File: config.mk
export PLATFORM = sky130hd
export DESIGN_NAME = jtdd_rom_arbiter
export DESIGN_NICKNAME = d
export VERILOG_FILES = /design/src/rtl/jtdd_romarb_pkg.sv /design/src/rtl/jtdd_romarb_slot.sv /design/src/rtl/jtdd_rom_arbiter.sv
export SDC_FILE = /design/constraint.sdc
export NUM_CORES = 1
export LEC_CHECK = 0
export BUFFER_PORTS_ARGS = -buffer_cell sky130_fd_sc_hd__buf_4
export CAP_MARGIN = 15
export CORE_ASPECT_RATIO = 0.75
export CORE_MARGIN = 8
export CORE_UTILIZATION = 45
export DETAILED_ROUTE_END_ITERATION = 16
export PLACE_DENSITY = 0.74
export SLEW_MARGIN = 20
export SYNTH_ARGS = -nofsm -noshare
export SYNTH_HDL_FRONTEND = slang
export SYNTH_SLANG_ARGS = --single-unit
File: constraint.sdc
create_clock -name clk -period 8.4 [get_ports clk]
set_clock_uncertainty 0.1 [all_clocks]
set_input_delay 1.68 -clock clk [delete_from_list [all_inputs] [get_ports clk]]
set_output_delay 1.68 -clock clk [all_outputs]
set_load 0.05 [all_outputs]
File: src/rtl/jtdd_romarb_pkg.sv
// Shared types and helpers for the jtdd ROM arbiter.
// State encoding, SDRAM address width and slot line-tag extraction.
package jtdd_romarb_pkg;

    typedef enum logic [1:0] {
        ST_IDLE = 2'd0,
        ST_REQ  = 2'd1,
        ST_WAIT = 2'd2
    } romarb_state_t;

    localparam int SDRAM_AW = 22;

    // A cache line is 32 bits: two 16-bit words or four bytes
    function automatic logic [31:0] slot_tag(
        input logic [31:0] addr,
        input logic        dw16
    );
        return dw16 ? (addr >> 1) : (addr >> 2);
    endfunction

endpackage

File: src/rtl/jtdd_romarb_slot.sv
// One ROM read slot: single-line 32-bit cache, tag compare,
// word/byte select, miss (pending) flag and registered data/ok.
module jtdd_romarb_slot
    import jtdd_romarb_pkg::*;
#(
    parameter int                    AW     = 18,
    parameter bit                    DW16   = 1'b0,
    parameter logic [SDRAM_AW-1:0]   OFFSET = '0
) (
    input  logic                clk,
    input  logic                rst,
    input  logic                cs,
    input  logic [AW-1:0]       addr,
    input  logic                inval,
    input  logic                fill,
    input  logic [AW-1:0]       fill_tag,
    input  logic [31:0]         fill_data,
    output logic                pending,
    output logic [AW-1:0]       tag,
    output logic [SDRAM_AW-1:0] req_addr,
    output logic [15:0]         dout,
    output logic                ok
);

    logic [31:0]   line;
    logic [AW-1:0] line_tag;
    logic          valid;
    logic          hit;
    logic [15:0]   word;
    logic [15:0]   sel;

    assign tag      = AW'(slot_tag(32'(addr), DW16));
    assign hit      = cs && valid && (line_tag == tag) && !inval;
    assign pending  = cs && !(valid && (line_tag == tag)) && !inval;
    assign req_addr = (OFFSET & ~SDRAM_AW'(1))
                    + SDRAM_AW'({tag, 1'b0});

    // Pick the addressed word, then the byte for 8-bit slots
    always_comb begin
        word = '0;
        sel  = '0;
        if (DW16 ? addr[0] : addr[1])
            word = line[31:16];
        else
            word = line[15:0];
        if (DW16)
            sel = word;
        else
            sel = {8'h00, addr[0] ? word[15:8] : word[7:0]};
    end

    // Cache line storage; invalidation beats a fill
    always_ff @(posedge clk or posedge rst) begin
        if (rst) begin
            line     <= '0;
            line_tag <= '0;
            valid    <= 1'b0;
        end else if (inval) begin
            valid <= 1'b0;
        end else if (fill) begin
            line     <= fill_data;
            line_tag <= fill_tag;
            valid    <= 1'b1;
        end
    end

    // One-cycle registered hit data and ok
    always_ff @(posedge clk or posedge rst) begin
        if (rst) begin
            ok   <= 1'b0;
            dout <= '0;
        end else begin
            ok   <= hit;
            dout <= hit ? sel : 16'h0000;
        end
    end

endmodule

File: src/rtl/jtdd_rom_arbiter.sv
// N cached ROM read slots sharing one SDRAM read port.
// Define JTDD_ROMARB_RR_EN for round-robin instead of fixed priority.
module jtdd_rom_arbiter
    import jtdd_romarb_pkg::*;
#(
    parameter int                         SLOTS       = 4,
    parameter int                         AW          = 18,
    parameter logic [SLOTS-1:0]           SLOT_DW16   = '0,
    parameter logic [SLOTS*SDRAM_AW-1:0]  SLOT_OFFSET = '0
) (
    input  logic                  clk,
    input  logic                  rst,
    input  logic                  downloading,
    input  logic                  loop_rst,
    input  logic [SLOTS-1:0]      slot_cs,
    input  logic [SLOTS*AW-1:0]   slot_addr,
    output logic [SLOTS*16-1:0]   slot_dout,
    output logic [SLOTS-1:0]      slot_ok,
    output logic                  sdram_req,
    output logic [SDRAM_AW-1:0]   sdram_addr,
    input  logic                  sdram_ack,
    input  logic                  data_rdy,
    input  logic [31:0]           data_read,
    output logic                  refresh_en,
    output logic                  busy
);

    localparam int IW = (SLOTS > 1) ? $clog2(SLOTS) : 1;

    romarb_state_t       state, state_nx;
    logic [SLOTS-1:0]    pending;
    logic [SLOTS-1:0]    fill;
    logic [AW-1:0]       tag_arr  [SLOTS];
    logic [SDRAM_AW-1:0] addr_arr [SLOTS];
    logic [IW-1:0]       grant;
    logic [IW-1:0]       winner;
    logic [AW-1:0]       fill_tag;
    logic                inval;
    logic                alive;

    assign inval = downloading | loop_rst;

    for (genvar gi = 0; gi < SLOTS; gi++) begin : g_slot
        jtdd_romarb_slot #(
            .AW     (AW),
            .DW16   (SLOT_DW16[gi]),
            .OFFSET (SLOT_OFFSET[gi*SDRAM_AW +: SDRAM_AW])
        ) u_slot (
            .clk       (clk),
            .rst       (rst),
            .cs        (slot_cs[gi]),
            .addr      (slot_addr[gi*AW +: AW]),
            .inval     (inval),
            .fill      (fill[gi]),
            .fill_tag  (fill_tag),
            .fill_data (data_read),
            .pending   (pending[gi]),
            .tag       (tag_arr[gi]),
            .req_addr  (addr_arr[gi]),
            .dout      (slot_dout[gi*16 +: 16]),
            .ok        (slot_ok[gi])
        );
    end

    // Winner selection; the last hit in the loop has top priority
    always_comb begin
        grant = '0;
`ifdef JTDD_ROMARB_RR_EN
        for (int k = SLOTS - 1; k >= 0; k--) begin
            if (pending[(int'(winner) + 1 + k) % SLOTS])
                grant = IW'((int'(winner) + 1 + k) % SLOTS);
        end
`else
        for (int i = SLOTS - 1; i >= 0; i--) begin
            if (pending[i])
                grant = IW'(i);
        end
`endif
    end

    // Next-state logic for the SDRAM transfer
    always_comb begin
        state_nx = state;
        unique case (state)
            ST_IDLE: if ((|pending) && !inval) state_nx = ST_REQ;
            ST_REQ:  if (sdram_ack)            state_nx = ST_WAIT;
            ST_WAIT: if (data_rdy)             state_nx = ST_IDLE;
            default:                           state_nx = ST_IDLE;
        endcase
    end

    // Fill strobe to the winner; dropped while downloading/looping
    always_comb begin
        fill = '0;
        if (state == ST_WAIT && data_rdy && !inval)
            fill[winner] = 1'b1;
    end

    // State register and per-transfer latches
    always_ff @(posedge clk or posedge rst) begin
        if (rst) begin
            state      <= ST_IDLE;
            winner     <= '0;
            sdram_addr <= '0;
            fill_tag   <= '0;
            alive      <= 1'b0;
        end else begin
            alive <= 1'b1;
            state <= state_nx;
            if (state == ST_IDLE && state_nx == ST_REQ) begin
                winner     <= grant;
                sdram_addr <= addr_arr[grant];
                fill_tag   <= tag_arr[grant];
            end
        end
    end

    assign sdram_req  = (state == ST_REQ);
    assign busy       = (state != ST_IDLE);
    assign refresh_en = alive && (state == ST_IDLE) && !(|pending);

endmodule

==> After elaboration in Yosys (flattened, before gate mapping) <==
Index checks and enable logic that the tools add are counted.
{ "classes": {"n_eq_ne": 7, "bitwise": 3, "muxes": 37, "magnitude_cmp": 3, "reduce_logical": 48} }
{ "op_table": {"columns": ["op", "n"], "rows": [
  ["$eq 18x16->1", 4],
  ["$mux 16", 4],
  ["$mux 8", 8],
  ["$bmux 22 s2", 1],
  ["$mux 22", 2],
  ["$bmux 18 s2", 1],
  ["$mux 18", 2],
  ["$logic_and 1x1->1", 31],
  ["$mux 2", 7],
  ["$reduce_bool 2->1", 5],
  ["$mux 1", 9],
  ["$reduce_and 2->1", 4],
  ["$logic_not 1->1", 6],
  ["$pmux 2 s3", 1],
  ["$eq 2x1->1 const B", 2],
  ["$mux 4", 1],
  ["$reduce_or 4->1", 1],
  ["$ge 3x3->1 const B", 1],
  ["$lt 2x3->1 const B", 1],
  ["$not 2->3", 1],
  ["$demux 1 s2", 1],
  ["$eq 2x2->1 const B", 1],
  ["$ge 2x1->1 const B", 1],
  ["$logic_not 2->1", 1],
  ["other kinds (2)", 2]
]} }
{ "word_totals": {"elab_cells": 123, "out_inout_bits": 93, "in_bits": 114, "reg_bits": 317} }

==> Longest topological paths before layout <==
Gate-level depths: netlist of run 1.
{ "depth": {"depth_word": 13, "depth_mapped": 10, "depth_no_buf": 7} }

==> Modules after synthesis <==
Synthesis of run 1 repeated with hierarchy kept, for this count alone.
{ "unflattened": {"cells_unflattened": 1326, "area_unflattened_um2": 15656.3} }
{ "modules_own_cells": {"columns": ["mod", "instances", "area_per_inst_um2", "seq_area_each_um2", "cells_per_inst"], "rows": [
  ["jtdd_romarb_slot", 4, 3011.6, 1501.4, 221],
  ["jtdd_rom_arbiter", 1, 3609.7, 1126.1, 442]
]} }

==> Worst setup path before layout of run 1 <==
OpenSTA, ideal clock, no wires.
{ "synth_path": {"kind": "in2out", "startpoint": "input slot_addr[26]", "endpoint": "output refresh_en", "required_ns": 6.620, "setup_slack_ns": 1.882, "arrival_ns": 4.738, "stages": 7, "n_path_buf": 1, "cell_sequence": "xor2_1 > nor4_1 > nand4bb_1 > o31ai_1 > nand2b_1 > clkbuf_1 > nor4_1"} }
{ "synth_via": {"elab_chain_len": 8} }
{ "synth_lines": {"columns": ["element", "line_no", "text"], "rows": [
  ["start: declaration", "jtdd_rom_arbiter.sv:16", "input logic [SLOTS*AW-1:0] slot_addr,"],
  ["$eq 18x16->1", "jtdd_romarb_slot.sv:34", "assign pending = cs && !(valid && (line_tag == tag)) && !inval;"],
  ["$logic_and 1x1->1", "jtdd_romarb_slot.sv:34", null],
  ["$logic_not 1->1", "jtdd_romarb_slot.sv:34", null],
  ["$logic_and 1x1->1 (2 in a row)", "jtdd_romarb_slot.sv:34", null],
  ["$reduce_or 4->1", "jtdd_rom_arbiter.sv:120", "assign refresh_en = alive && (state == ST_IDLE) && !(|pending);"],
  ["$logic_not 1->1", "jtdd_rom_arbiter.sv:120", null],
  ["$logic_and 1x1->1", "jtdd_rom_arbiter.sv:120", null],
  ["end: declaration", "jtdd_rom_arbiter.sv:24", "output logic refresh_en,"]
]} }
No other way between the ends.

==> Final worst setup path of run 1 <==
{ "layout_path": {"startpoint": "input slot_addr[12]", "endpoint": "output refresh_en"} }
Same word-level chain as after synthesis.

==> metrics.log, run 1 <==
[metrics] number of search-and-repair iterations in the first detailed-routing pass: 4
[metrics] pre-CTS setup slack: 2.23 ns
[metrics] cell type group with the largest total delay on the critical path: simple AND/OR/NAND/NOR gates
[metrics] vias in the first global route: 8740
[metrics] synthesized netlist cell count: 958
[metrics] maximum number of pins on one net before global-route repair: 182
[metrics] remaining number of nets flagged by the antenna check after routing: 0
[metrics] most used flip-flop cell after synthesis: dfrtp_1
[metrics] number of warnings printed during yosys synthesis: 0
[metrics] Syn Std Cell Area: 12400 µm²
[metrics] flip-flop and latch count after synthesis: 253
[metrics] outcome: finished clean
[metrics] number of antenna violations at the first check in global routing: 0
[metrics] DIE WIDTH: 207 µm
[metrics] CTS sink count: 253
[metrics] type of the most critical hold path: register to register
[metrics] RePlAce Congestion: 0.857
[metrics] kind of start point of the critical path: input port
[metrics] vias post-DR: 8411
[metrics] Worst Setup End Kind: primary output
[metrics] DRC violations left: 0
[metrics] CP Max Fanout: 36
[metrics] arrival time at the worst endpoint: 4.40 ns
[metrics] unrepaired setup endpoints after global routing: false
[metrics] clock transition at the registers of the reported paths: 0.06 ns
[metrics] mean area per synthesized cell: 12.9 µm²
[metrics] final count of negative-setup-slack endpoints: 0
[metrics] Total Die Area: 33100 µm²
[metrics] quantity of hold-fixing buffers added after cts: 0
[metrics] Synth async-reset ratio: 100%
[metrics] Tightest Pin Transition: 1.11 ns
[metrics] core box area: 27000 µm²
[metrics] height of the die: 160 µm
[metrics] peak supply drop: 0.000146 V
[metrics] fraction of layout instances using a drive strength above 1: 42.1%
[metrics] leakage dissipation: 7.60 nW
[metrics] fmax: 162 MHz
[metrics] number of non-filler instances in the completed layout: 1480
[metrics] TritonCTS clock tree: yes
[metrics] number of filler instances in the final layout: 2276
[metrics] largest stage delay on the critical path: 0.49 ns
[metrics] crit path max-delay cell type: nand4_2
[metrics] Routed Wire Length: 34900 µm
[metrics] aggregate negative setup slack: 0 ns
[metrics] post-detailed-route wirelength per cell: 23.6 µm
[metrics] data required time at the worst endpoint: 6.62 ns
[metrics] Total Nets Final: 1222
[metrics] GRT Residual Overflow: 0
[metrics] Rows: 52
[metrics] detailed placer's ending HPWL: 24900 µm
[metrics] power density over the cells: 229 nW/µm²
[metrics] detailed-route vias per instance: 5.68
[metrics] dpl cells: 1430
[metrics] count of different cell masters after synthesis: 41
[metrics] post-layout utilization of the core: 54.8%
[metrics] Top Ports: 207
[metrics] Rel. slew slack: 25.5%
[metrics] CTS Buffer Depth: 3
[metrics] Final Max Slew Viols: 0
[metrics] Placed Instance Area: 13800 µm²
[metrics] sequential-to-total area share from yosys stat: 51.2%
[metrics] P&R area growth vs syn: 19.6%
[metrics] fin worst setup slack: 2.22 ns
[metrics] Resized cells post-CTS: 0
[metrics] Non-Filler Cell Area, Final: 14800 µm²
[metrics] crit path cell chain: buf_4 > xor2_1 > nor4_1 > nand4_2 > o21a_1 > buf_4 > nand2b_1 > buf_4 > nor4_1 > buf_4
[metrics] global-route wire length before repair: 53900 µm
[metrics] number of maximum-capacitance constraint violations: 0
[metrics] Final Critical Period: 6.18 ns
[metrics] clock network latency to the later pin of the worst-skew pair: 0.53 ns
[metrics] final-report hold violation count: 0
[metrics] iteration-0 DRC count of the detailed router: 599
[metrics] Worst path most repeated cell: buf_4
[metrics] number of flops mapped to enable cells by yosys: 0
[metrics] total number of H-tree levels: 1
[metrics] Final Cycle Share: 73.5%
[metrics] buffer count from post-CTS setup fixing: 0
[metrics] worst path bufs/invs: 4
[metrics] total clock buffers created by CTS: 26
[metrics] Buffers on Ports: 168
[metrics] initial cell density of the core: 45.8%
[metrics] clock tree root buffer cell: clkbuf_16
[metrics] CP Class: input port to primary output
[metrics] global-route total usage across every layer: 20.7%
layer usage:
metal / wire, µm / global-route usage (%)
met1: 16000 / 29.8
met2: 15600 / 31.0
met3: 2630 / 5.31
met4: 640 / 4.51
met5: 0 / 0
worst paths after layout:
check	startpoint	end	slack (ns)	cells past startpoint
max in group asynchronous	rst	g_slot[2].u_slot.line_tag[5]	5.80	4
max	slot_addr[12]	refresh_en	2.22	10
min reg2reg	g_slot[2].u_slot.valid	g_slot[2].u_slot.valid	0.38	1
min	g_slot[2].u_slot.valid	g_slot[2].u_slot.valid	0.38	1
max reg2reg	g_slot[0].u_slot.line_tag[10]	fill_tag[0]	4.86	8
min in group asynchronous	rst	g_slot[1].u_slot.dout[1]	1.11	3
cells by family after synthesis:
kind of cell | count (synthesis) | share of synthesized area (%)
flip-flops | 253 | 51.2
XOR/XNOR | 64 | 4.53
buffers and inverters | 144 | 5.82
AO/OA/AOI/OAI | 127 | 7.90
AND/OR/NAND/NOR | 128 | 5.87
other | 2 | 0.0607
multiplexers | 240 | 24.6
cells in the mapped netlist, types with 19 or more instances:
cell        n  area share (%)
dfrtp_1   253              51
mux2_2    192              17
xor2_1     48             3.4
buf_4      42             2.6
inv_1      40             1.2
and3_1     32             1.6
mux4_2     32             5.8
o211ai_1   32             1.9
clkbuf_1   30            0.91
nor4_1     29             1.5
buf_1      25            0.76
nand2_1    20            0.61
nor3_1     20            0.81
o31ai_1    19             1.2
power breakdown:
group	switching [mW]	internal, mW
clock	0.486	0.723
sequential	0.160	1.38
combinational	0.347	0.284
area by class of cell:
class                           count  area [µm²]  area share (%)
Antenna cell                        2        5.00          0.0338
Clock buffer                       36         758            5.13
Clock inverter                     11         149            1.01
Inverter                           40         154            1.04
Multi-Input combinational cell    598        5500            37.2
Sequential cell                   253        6330            42.8
Tap cell                          351         439            2.97
Timing Repair Buffer              189        1450            9.82
per-stage QoR:
stage | power (mW) | hold WS [ns]
6_report | 3.38 | 0.379
2_1_floorplan | 1.95 | 0.347
3_3_place_gp | 2.17 | 0.361
3_5_place_dp | 2.19 | 0.370
5_1_grt | 3.53 | 0.409
4_1_cts | 3.41 | 0.384
registers in the layout (all words and copies together) (netlist names):
register	count
g_slot.u_slot.valid	4
winner	2
g_slot.u_slot.dout	32
g_slot.u_slot.line_tag	64
state	2
g_slot.u_slot.ok	4
fill_tag	16
g_slot.u_slot.line	128
alive	1
worst register-to-register path: stages, from the launching register on:
cell	delay, ns
dfrtp_1	0.39
xor2_1	0.17
nor4_1	0.41
nand4_2	0.49
o21a_1	0.34
buf_4	0.25
o41ai_4	1.03
a32oi_1	0.17
o21ai_2	0.11
cells in the final DEF (no fill, tap or decap), drive strengths merged, types with 7 or more instances in the layout:
cell type	n
dfrtp	253
mux2	192
buf	189
xor2	48
inv	39
conb	39
clkbuf	36
o21ai	34
o211ai	32
mux4	32
and3	32
nor4	29
nor3	20
nand2	20
o31ai	19
xnor2	16
mux2i	16
o211a	16
a32oi	16
nor2	7
Power figures use the tool's default switching activity.
==> run 2: changes to the inputs <==
--- a/config.mk
+++ b/config.mk
@@ -11,7 +11,7 @@
 export CORE_MARGIN = 8
 export CORE_UTILIZATION = 45
 export DETAILED_ROUTE_END_ITERATION = 16
-export PLACE_DENSITY = 0.74
+export PLACE_DENSITY = 0.71
 export SLEW_MARGIN = 20
 export SYNTH_ARGS = -nofsm -noshare
 export SYNTH_HDL_FRONTEND = slang
==> constraint.sdc (replaced) <==
create_clock -name clk -period 6.21 [get_ports clk]
set_clock_uncertainty 0.1 [all_clocks]
set_input_delay 1.242 -clock clk [delete_from_list [all_inputs] [get_ports clk]]
set_output_delay 1.242 -clock clk [all_outputs]
set_load 0.05 [all_outputs]
==> run 2 against run 1 <==
Hold slack better by 0.0042 ns. Via count shrank 0.54%. Utilization grew 0.32 points. Design area is 0.58% higher. Combinational power up 35%. Sequential cell count unchanged. Non-clock buffer count up 2. Die area unchanged. Count of clock-buffer cells in the layout shrank 3. Critical path depth down 2. Global-route usage is 0.16 points lower. Total power increased by 39%. Critical path type unchanged. Critical endpoint unchanged. Largest cell class unchanged.
==> metrics.log, run 2 (synthesis results as in run 1) <==
[metrics] Resized cells post-CTS: 0
[metrics] maximum number of pins on one net before global-route repair: 140
[metrics] commonest cells after routing, fill and taps aside: 253 x dfrtp_1, 192 x mux2_2, 189 x buf_4
[metrics] height of the die: 160 µm
[metrics] fmax: 201 MHz
[metrics] area occupied by registers: 6330 µm²
[metrics] Worst Setup End Kind: primary output
[metrics] RePlAce Congestion: 0.823
[metrics] CP Max Fanout: 34
[metrics] Routed Wire Length: 34800 µm
[metrics] GRT Residual Overflow: 0
[metrics] P&R area growth vs syn: 20.3%
[metrics] area of the multi-input gates: 5500 µm²
[metrics] global-route wire length before repair: 53400 µm
[metrics] buffer count from post-CTS setup fixing: 0
[metrics] flip-flop count of the largest register, all copies and words added: 128
[metrics] routed wire length on met2: 15200 µm
[metrics] iteration-0 DRC count of the detailed router: 760
[metrics] Buffers on Ports: 168
[metrics] type of the most critical hold path: register to register
[metrics] total number of H-tree levels: 1
[metrics] Top Metal Used: met5
[metrics] number of maximum-capacitance constraint violations: 0
[metrics] post-detailed-route wirelength per cell: 23.4 µm
[metrics] quantity of hold-fixing buffers added after cts: 0
[metrics] leakage dissipation: 7.65 nW
[metrics] aggregate negative setup slack: 0 ns
[metrics] initial cell density of the core: 45.8%
[metrics] Total Nets Final: 1225
[metrics] arrival time at the worst endpoint: 3.63 ns
[metrics] Placed Instance Area: 13900 µm²
[metrics] M1 wire length: 16000 µm
[metrics] Tightest Pin Transition: 1.04 ns
[metrics] most flop-heavy register: g_slot.u_slot.line
[metrics] Total Power Consumption: 4.71 mW
[metrics] TritonCTS clock tree: yes
[metrics] kind of start point of the critical path: input port
[metrics] core box area: 27000 µm²
[metrics] Non-Filler Cell Area, Final: 14900 µm²
[metrics] unrepaired setup endpoints after global routing: false
[metrics] Final Max Slew Viols: 0
[metrics] detailed-routed wire length on met3: 2970 µm
[metrics] CP Class: input port to primary output
[metrics] vias post-DR: 8366
[metrics] detailed placer's ending HPWL: 24600 µm
[metrics] peak supply drop: 0.000212 V
[metrics] Final Cycle Share: 80.1%
[metrics] global-route total usage across every layer: 20.6%
[metrics] vias in the first global route: 8632
[metrics] CTS Buffer Depth: 3
[metrics] largest registers in the final layout: g_slot.u_slot.line x128, g_slot.u_slot.line_tag x64, g_slot.u_slot.dout x32
[metrics] DRC violations left: 0
[metrics] fraction of layout instances using a drive strength above 1: 42.5%
[metrics] Total Die Area: 33100 µm²
[metrics] Rel. slew slack: 30.5%
[metrics] clock transition at the registers of the reported paths: 0.06 ns
[metrics] Top Ports: 207
[metrics] detailed-route vias per instance: 5.63
[metrics] Final Critical Period: 4.97 ns
[metrics] number of search-and-repair iterations in the first detailed-routing pass: 6
[metrics] power density over the cells: 317 nW/µm²
[metrics] total clock buffers created by CTS: 27
[metrics] final-report hold violation count: 0
[metrics] number of antenna violations at the first check in global routing: 4
[metrics] CTS sink count: 253
[metrics] remaining number of nets flagged by the antenna check after routing: 0
[metrics] DIE WIDTH: 207 µm
[metrics] Rows: 52
[metrics] data required time at the worst endpoint: 4.87 ns
[metrics] outcome: finished clean
[metrics] clock network latency to the later pin of the worst-skew pair: 0.54 ns
[metrics] number of filler instances in the final layout: 2244
[metrics] final count of negative-setup-slack endpoints: 0
[metrics] most frequent standard cell in the layout excluding fill and tap cells: dfrtp_1
[metrics] clock tree root buffer cell: clkbuf_16
## run 2: changes by cell type in the layout (fill, tap and decap cells not counted), sizes merged
cell	previous run	this run
buf	189	191
bufinv	3	6
clkbuf	36	33
clkinv	5	7
clkinvlp	4	3
inv	39	41
## run 2: cell type report
type | instances | share of cell area [%]
inverter | 40 | 1.03
tap | 351 | 2.95
clock inverter | 17 | 1.67
clock buffer | 33 | 4.96
timing repair buffer | 191 | 9.81
antenna | 2 | 0.0337
multi-input combinational | 598 | 37.0
sequential | 253 | 42.6
## run 2: layer usage
layer / GRT usage [%] / vias up
met5: 0 / -
met4: 4.57 / 4
met1: 30.2 / 4263
met2: 30.0 / 325
met3: 5.41 / 32
li1: - / 3742
## run 2: report_power, final
group          internal (mW)  switching (mW)  total, mW
Combinational          0.382           0.470      0.852
Clock                   1.10           0.675       1.77
Sequential              1.87           0.213       2.08
Total                   3.35            1.36       4.71
## run 2: final timing paths
| check | from | to | slack [ns] | cells past startpoint |
|---|---|---|---|---|
| max | slot_addr[42] | refresh_en | 1.24 | 8 |
| min | g_slot[2].u_slot.valid | g_slot[2].u_slot.valid | 0.38 | 1 |
| max reg2reg | g_slot[2].u_slot.line_tag[4] | fill_tag[2] | 2.87 | 8 |
| min reg2reg | g_slot[2].u_slot.valid | g_slot[2].u_slot.valid | 0.38 | 1 |
| max in group asynchronous | rst | fill_tag[6] | 3.86 | 4 |
| min in group asynchronous | rst | g_slot[0].u_slot.dout[1] | 0.87 | 3 |
## run 2: through the flow
stage | instances | hold WS (ns) | util, % | setup WS [ns]
detailed placement | 1433 | 0.369 | 51.4 | 1.38
floorplan | 995 | 0.347 | - | 0.568
CTS | 1483 | 0.385 | 55.1 | 1.33
global placement | 1433 | 0.359 | 51.4 | 1.46
global route | 1485 | 0.403 | 55.1 | 1.16
finish | 1485 | 0.383 | 55.1 | 1.24
## run 2: critical path, stage by stage
cell and delay [ns]:
buf_4 0.12, xor2_1 0.15, nor4_1 0.63, nand4bb_1 0.26, o31a_1 0.30, buf_4 0.25
nor4_1 0.40, buf_4 0.27
